--- config.mk ---
export PLATFORM = sky130hd
export DESIGN_NAME = lilme_host_sequencer
export DESIGN_NICKNAME = d
export VERILOG_FILES = /design/src/rtl/lilme_host_sequencer.sv
export SDC_FILE = /design/constraint.sdc
export NUM_CORES = 1
export LEC_CHECK = 0
export BUFFER_PORTS_ARGS = -buffer_cell sky130_fd_sc_hd__buf_2
export CORE_MARGIN = 4
export CORE_UTILIZATION = 40
export CTS_CLUSTER_SIZE = 28
export DETAILED_ROUTE_END_ITERATION = 16
export GPL_ROUTABILITY_DRIVEN = 0
export GPL_TIMING_DRIVEN = 0
export PLACE_DENSITY = 0.64
export SLEW_MARGIN = 0
export SYNTH_ARGS = -nofsm -noshare
export SYNTH_HDL_FRONTEND = slang
export SYNTH_SLANG_ARGS = --single-unit
--- constraint.sdc ---
create_clock -name clk -period 4.12 [get_ports clk]
set_clock_uncertainty 0.05 [all_clocks]
set_input_delay 0 -clock clk [delete_from_list [all_inputs] [get_ports clk]]
set_output_delay 0 -clock clk [all_outputs]
set_load 0.05 [all_outputs]
--- src/rtl/lilme_host_sequencer.sv ---
// Host command sequencer for the LilME engine: stages operands, streams loads, captures result bursts.
// Optional watchdog abort in DRAIN/CAPTURE when LILME_SEQ_TIMEOUT_EN is defined.
module lilme_host_sequencer #(
    parameter int DW         = 32,
    parameter int OPND_DEPTH = 16,
    parameter int RES_DEPTH  = 8,
    parameter int BURST_LEN  = 64,
    parameter int TIMEOUT    = 1024
) (
    input  logic                          clk,
    input  logic                          reset,
    input  logic                          cmd_valid,
    output logic                          cmd_ready,
    input  logic [1:0]                    cmd_op,
    input  logic                          wr_en,
    input  logic [$clog2(OPND_DEPTH)-1:0] wr_addr,
    input  logic [DW-1:0]                 wr_data,
    input  logic [$clog2(RES_DEPTH)-1:0]  rd_addr,
    output logic [DW-1:0]                 rd_data,
    output logic                          busy,
    output logic                          done,
    output logic                          err,
    output logic [2:0]                    me_opcode,
    output logic                          me_a_op,
    output logic                          me_b_op,
    output logic [DW-1:0]                 me_data,
    input  logic                          me_busy,
    input  logic [DW-1:0]                 me_dout,
    input  logic                          me_dout_valid
);
    localparam int AW = $clog2(OPND_DEPTH);
    localparam int RW = $clog2(RES_DEPTH);
    localparam int CW = $clog2(BURST_LEN);

    typedef enum logic [2:0] {IDLE, ISSUE, STREAM, DRAIN, CAPTURE} state_t;

    state_t          state;
    logic [1:0]      op;
    logic [AW-1:0]   idx;
    logic [AW-1:0]   idx_nxt;
    logic [CW-1:0]   cap_cnt;
    logic [DW-1:0]   opnd [OPND_DEPTH];
    logic [DW-1:0]   res  [RES_DEPTH];
    logic            cap_we;

    function automatic logic [2:0] op_code(input logic [1:0] c);
        case (c)
            2'b00:   op_code = 3'b010;
            2'b01:   op_code = 3'b011;
            2'b10:   op_code = 3'b101;
            default: op_code = 3'b111;
        endcase
    endfunction

    assign idx_nxt = idx + 1'b1;
    assign cap_we  = (state == CAPTURE) && me_dout_valid;
    assign rd_data = res[rd_addr];

    // Storage is intentionally not reset; partial captures survive a reset.
    always_ff @(posedge clk) begin
        if (wr_en && state != STREAM)
            opnd[wr_addr] <= wr_data;
        if (cap_we)
            res[cap_cnt[RW-1:0]] <= me_dout;
    end

`ifdef LILME_SEQ_TIMEOUT_EN
    localparam int WW = $clog2(TIMEOUT + 1);
    logic [WW-1:0] wd;
`endif

    always_ff @(posedge clk or posedge reset) begin
        if (reset) begin
            state     <= IDLE;
            op        <= 2'b00;
            idx       <= '0;
            cap_cnt   <= '0;
            cmd_ready <= 1'b1;
            busy      <= 1'b0;
            done      <= 1'b0;
            err       <= 1'b0;
            me_opcode <= 3'b000;
            me_a_op   <= 1'b0;
            me_b_op   <= 1'b0;
            me_data   <= '0;
`ifdef LILME_SEQ_TIMEOUT_EN
            wd        <= '0;
`endif
        end else begin
            done <= 1'b0;
            err  <= 1'b0;
            case (state)
                IDLE: begin
                    if (cmd_valid) begin
                        op        <= cmd_op;
                        me_opcode <= op_code(cmd_op);
                        cmd_ready <= 1'b0;
                        busy      <= 1'b1;
                        state     <= ISSUE;
                    end
                end
                ISSUE: begin
                    me_opcode <= 3'b000;
                    if (!op[1]) begin
                        idx     <= '0;
                        me_data <= opnd[0];
                        me_a_op <= ~op[0];
                        me_b_op <= op[0];
                        state   <= STREAM;
                    end else begin
                        cap_cnt <= '0;
                        state   <= CAPTURE;
                    end
                end
                STREAM: begin
                    if (idx == AW'(OPND_DEPTH - 1)) begin
                        me_a_op <= 1'b0;
                        me_b_op <= 1'b0;
                        me_data <= '0;
                        // An idle engine lets us skip DRAIN entirely.
                        if (!me_busy) begin
                            state <= IDLE; done <= 1'b1; cmd_ready <= 1'b1; busy <= 1'b0;
                        end else begin
                            state <= DRAIN;
                        end
                    end else begin
                        idx     <= idx_nxt;
                        me_data <= opnd[idx_nxt];
                    end
                end
                DRAIN: begin
                    if (!me_busy) begin
                        state <= IDLE; done <= 1'b1; cmd_ready <= 1'b1; busy <= 1'b0;
                    end
                end
                CAPTURE: begin
                    if (me_dout_valid) begin
                        cap_cnt <= cap_cnt + 1'b1;
                        if (cap_cnt == CW'(BURST_LEN - 1)) begin
                            if (!me_busy) begin
                                state <= IDLE; done <= 1'b1; cmd_ready <= 1'b1; busy <= 1'b0;
                            end else begin
                                state <= DRAIN;
                            end
                        end
                    end
                end
                default: state <= IDLE;
            endcase
`ifdef LILME_SEQ_TIMEOUT_EN
            if ((state != DRAIN && state != CAPTURE) || cap_we) begin
                wd <= '0;
            end else if (wd == WW'(TIMEOUT - 1) && !(state == DRAIN && !me_busy)) begin
                wd        <= '0;
                state     <= IDLE;
                err       <= 1'b1;
                done      <= 1'b0;
                cmd_ready <= 1'b1;
                busy      <= 1'b0;
                me_opcode <= 3'b000;
                me_a_op   <= 1'b0;
                me_b_op   <= 1'b0;
                me_data   <= '0;
            end else begin
                wd <= wd + 1'b1;
            end
`endif
        end
    end
endmodule

Word-level counts from Yosys, hierarchy flattened
Memory sizes are Yosys's and may differ from the RTL's.
Index checks and enable logic that the tools add are counted.
{"block": "word_totals", "out_inout_bits": 73, "ram_bits": 768, "reg_bits": 55, "elab_cells": 95, "n_memories": 2, "inputBits": 79}
{"block": "op_classes", "eq_ne": 17, "n_mux": 46, "add_sub_neg": 2, "reduce_logical": 16, "n_bitwise": 1}
{"name": "opnd", "words": 16, "word_bits": 32, "read_ports": 2, "rd_ports_with_merged_regs": 0, "wr": 1, "line_no": "42", "rtl": "logic [DW-1:0] opnd [OPND_DEPTH];"}
{"name": "res", "words": 8, "word_bits": 32, "read_ports": 1, "rd_ports_with_merged_regs": 0, "wr": 1, "line_no": "43", "rtl": "logic [DW-1:0] res [RES_DEPTH];"}
{"op": "32-bit two-way mux", "n": 2}
{"op": "32-bit case mux with 2 select lines", "n": 1}
{"op": "1-bit two-way mux", "n": 21}
{"op": "3-bit two-way mux", "n": 7}
{"op": "3-bit case mux with 5 select lines", "n": 1}
{"op": "2-bit != test (second input constant)", "n": 7}
{"op": "6-bit two-way mux", "n": 2}
{"op": "6-bit case mux with 2 select lines", "n": 1}
{"op": "5-bit AND reduction", "n": 2}
{"op": "3-bit case mux with 3 select lines", "n": 1}
{"op": "3-bit AND reduction", "n": 3}
{"op": "4-bit two-way mux", "n": 2}
{"op": "1-bit case mux with 4 select lines", "n": 2}
{"op": "4-bit case mux with 2 select lines", "n": 1}
{"op": "6-bit by 1-bit adder with 6-bit output (second input constant)", "n": 1}
{"op": "3-bit by 2-bit == test with 1-bit output (second input constant)", "n": 2}
{"op": "6-bit == test (second input constant)", "n": 1}
{"op": "3-bit case mux with 2 select lines", "n": 1}
{"op": "2-bit AND reduction", "n": 3}
{"op": "2-bit nonzero test", "n": 3}
{"op": "4-bit by 1-bit adder with 4-bit output (second input constant)", "n": 1}
{"op": "4-bit == test (second input constant)", "n": 1}
{"op": "1-bit case mux with 2 select lines", "n": 2}
{"op": "4-bit nonzero test", "n": 1}
{"op": "12 further kinds", "n": 13}

Depth between registers and ports, before layout
{"block": "depth", "depth_word": 4, "ltp_mapped": 8, "ltp_nobuf": 5}

Worst setup path after synthesis
No wires, ideal clock.
{"block": "synth_timing", "path_kind": "register -> register", "startpoint": "register state[1]", "endpoint": "memory opnd[2][0] (enable)", "n_path_buf": 2, "setup_ns": 0.461, "arrival_ns": 3.402, "path_slack_ns": 0.207, "required_time_ns": 3.609, "stages_incl_launch_ff": 6, "period_less_slack_ns": 3.913, "cell_sequence": "dfrtp_1 or3b_1 buf_2 clkbuf_1 nand4b_1 nor3_1"}
{"block": "synth_via", "elab_chain_len": 4}
{"element": "start: declaration", "line_no": "37", "rtl": "state_t state;"}
{"element": "start signal: assignment", "line_no": "74", "rtl": "state <= IDLE;"}
{"element": "start signal: assignment", "line_no": "99", "rtl": "state <= ISSUE;"}
{"element": "start signal: assignment", "line_no": "109", "rtl": "state <= STREAM;"}
{"element": "3-bit by 2-bit != test with 1-bit output", "line_no": "61", "rtl": "if (wr_en && state != STREAM)"}
{"element": "1-bit logical AND", "line_no": "61"}
{"element": "1-bit two-way mux", "line_no": "61"}
{"element": "1-bit two-way mux (not written as such)", "line_no": "62", "rtl": "opnd[wr_addr] <= wr_data;"}
{"element": "end: declaration", "line_no": "42"}
Every way passes these cells.

Worst setup path after layout
{"block": "layout_timing", "startpoint": "register state[1]", "endpoint": "memory opnd[1][21] (enable)"}
Same word-level chain as after synthesis.

==> flow_summary_export.csv <==
group,metric,value,unit
placement,post-place-ws,0.538,ns
grt,grt_pass1_vias,16618,
floorplan,fp.dieH,290,µm
logic_synthesis,seq_area_frac_synth,77.0,%
logic_synthesis,synth.largest_area_cell,"edfxtp_1",
grt,antenna_found_initial,1,
worst_setup_path,cp_max_fo,10,
timing,tightest_slew,1.00,ns
placement,place.detailed.hpwl,46.4,mm
grt,grt_usage,17.5,%
run,maxCapViolations,0,
floorplan,die_x,290,µm
timing,rsz0062_at_grt,"no",
logic_synthesis,avgSynthCellArea,22.3,µm²
logic_synthesis,synth_cells,1422,
logic_synthesis,synth_edf_count,768,
power_and_ir_drop,ir_drop,463,µV
timing,max_freq,272,MHz
cts,cts_tree,"built",
worst_setup_path,crit_top_cell,"buf_6",
worst_setup_path,cp.arrival,3.91,ns
cts,cts.sinks,823,
floorplan,fp.coreArea,78700,µm²
power_and_ir_drop,p_clk_share,33.4,%
worst_hold_path,holdCritPathClass,"in2reg",
finish,finish.utilization,48.6,%
floorplan,std_cell_rows,103,
placement,dpl_cell_area,34600,µm²
drt,ant_nets,0,
finish,final_common_cell,"edfxtp_1",
drt,avgViaCountPerCell,5.48,
worst_setup_path,crit_chain,"or3b_1 -> buf_2 -> clkbuf_1 -> nand4b_1 -> nor3_2 -> buf_6 -> buf_6 -> buf_6",
timing,fin_crit_sh,89.3,%
cts,clk_pin_slew,0.06,ns
floorplan,dieArea,83900,µm²
logic_synthesis,ys.flop_type,"edfxtp_1",
drt,dr.pass1.iters,7,
power_and_ir_drop,leakage,0.0127,µW
logic_synthesis,yosysWarnings,0,
timing,fin_crit,3.68,ns
logic_synthesis,synth_seq_cells,823,
timing,finalWorstSetupSlack,0.441,ns
floorplan,start_util,40.3,%
timing,maxSlewHeadroom,32.8,%
finish,fin_area,38300,µm²
drt,wirelength,73.4,mm
power_and_ir_drop,power_frac_comb,25.0,%
logic_synthesis,yosys.cell_types.count,54,
logic_synthesis,ys_async_sr_fraction,6.68,%
power_and_ir_drop,p_seq_share,41.7,%
drt,drc,0,
logic_synthesis,synth.area.top_cells,"edfxtp_1 (73%), mux4_2 (14%), dfrtp_1 (4.3%)",
worst_setup_path,worstSetupEndpointType,"flop",
worst_setup_path,slowest_delay,0.77,ns
cts,cts_buffer_depth,3,
cts,numCtsBuffers,85,
timing,hold_viol_final,0,
grt,grt_pass1_wl,108,mm
worst_setup_path,critPathBufInv,5,
cts,h-tree-depth,3,
outcome,outcome,"finished clean",
logic_synthesis,yosysTopAreaCellShare,72.7,%
cts,postCtsSetupRepairBufs,0,
grt,grt_overflow,0,
timing,finalMaxSlewViolations,0,
power_and_ir_drop,swShare,29.7,%
finish,num-nets-final,1854,
placement,io_buffers,147,
drt,initialDrtViolationCount,1655,
finish,area_delta_synth_final,20.6,%
power_and_ir_drop,p_per_area,615,nW/µm²
power_and_ir_drop,p_int,16600,µW
worst_setup_path,worst_ep_required_time,4.35,ns
finish,layout_common_cells,"edfxtp_1 (768), mux4_2 (192), buf_2 (169)",
worst_setup_path,setup.worst_path.class,"reg2reg",
drt,vias,15895,
worst_setup_path,critPathTopFamily,"simple AND/OR/NAND/NOR gates",
drt,post_drt_wl_per_cell,25.3,µm
power_and_ir_drop,p_switching,7000,µW
cts,clk_latency,0.63,ns
logic_synthesis,mappedNetlistNets,1503,
timing,setup-violations-final,0,
grt,grt_max_degree,56,
finish,drive_above_1_share,34.1,%
worst_setup_path,cp-start-kind,"flop",
floorplan,io-pin-count,152,
cts,root_buffer,"clkbuf_16",
worst_setup_path,worst_path_max_delay_cell,"nor3_2",
logic_synthesis,synth_area,31700,µm²
[power by group through the flow]
stage	registers [µW]	clock network [µW]	logic, µW
detailed placement	9970	0	5860
floorplan	10500	0	3450
global route	9840	8380	6260
finish	9810	7870	5880
CTS	9800	8020	5950
global placement	9970	0	5700
[through the flow]
step | setup TNS (ns) | std cells | hold slack (ns) | power (µW)
2_1_floorplan | 0 | 1422 | 0.0164 | 14000
6_report | 0 | 2900 | 0.0797 | 23600
3_3_place_gp | -957.39 | 2619 | 0.180 | 15700
4_1_cts | 0 | 2893 | 0.0385 | 23800
5_1_grt | 0 | 2893 | 0.0723 | 24500
3_5_place_dp | 0 | 2660 | 0.193 | 15800
[worst paths after layout]
path | startpoint | end | slack, ns | cells after the start
hold reg to reg | cmd_ready | cmd_ready | 0.43 | 2
max in group asynchronous | reset | me_data[23] | 3.31 | 3
min in group asynchronous | reset | me_opcode[1] | 0.09 | 3
setup / recovery | state[1] | opnd[1][21] | 0.44 | 8
hold / removal | wr_addr[1] | opnd[15][0] | 0.08 | 3
setup reg to reg | state[1] | opnd[1][21] | 0.44 | 8
[flip-flops by register name (all words and copies together) (netlist names), 2 cells and up]
signal,cells
res,256
op,2
me_data,32
idx,4
me_opcode,3
opnd,512
state,3
cap_cnt,6
[cell type report]
type                    count  area, µm²
flip-flops and latches    823      24400
clock buffers             107       2310
repair buffers            264       2140
fillers                  6313      40500
plain buffers              75        385
well taps                1050       1310
multi-input cells         517       7040
clock inverters            50        599
diodes                      7       17.5
inverters                   7       28.8
[repair_timing]
action                                 in CTS  in global routing
hold buffers                               76                  0
gates resized for setup                     0                  0
setup endpoints to repair                   0                  0
endpoints found under the hold margin     882                  0
[cell families (layout without fill, tap and decap cells)]
family,Yosys count,count (layout),synth area share (%)
buffers and inverters,82,503,1.30
AO/OA/AOI/OAI,95,95,2.33
XOR/XNOR,4,4,0.134
AND/OR/NAND/NOR,110,110,1.74
other,1,8,0.0118
adder cells (fa/ha/maj),2,2,0.0789
flip-flops,823,823,77.0
multiplexers,305,305,17.4
[cell usage after synthesis (4+ instances only)]
| library cell | count |
|---|---|
| mux2_2 | 47 |
| o21ai_0 | 6 |
| nor3_1 | 7 |
| mux4_2 | 192 |
| nand2_1 | 37 |
| buf_4 | 14 |
| a21oi_1 | 8 |
| buf_1 | 5 |
| inv_1 | 7 |
| clkbuf_1 | 30 |
| a22oi_1 | 16 |
| buf_2 | 22 |
| o221ai_1 | 32 |
| dfrtp_1 | 54 |
| nand3_1 | 7 |
| nand2b_1 | 8 |
| nor2_1 | 30 |
| mux2i_1 | 64 |
| a2bb2oi_1 | 16 |
| edfxtp_1 | 768 |
| nand4_1 | 4 |
[tightest hold or removal path, delay by kind of cell]
kind                   cells  cell delay (ns)
AND/OR/NAND/NOR            2             0.44
buffers and inverters      1             0.12
[layer usage]
layer  vias up  track usage [%]  share of wire (%)
li1       6732                -                  -
met1      8453             24.6                 42
met2       587             28.1                 48
met3       121             3.86                7.6
met4         2             4.55                2.2
met5         -                0              0.018
Note: power is estimated with default switching activity, not from simulation.
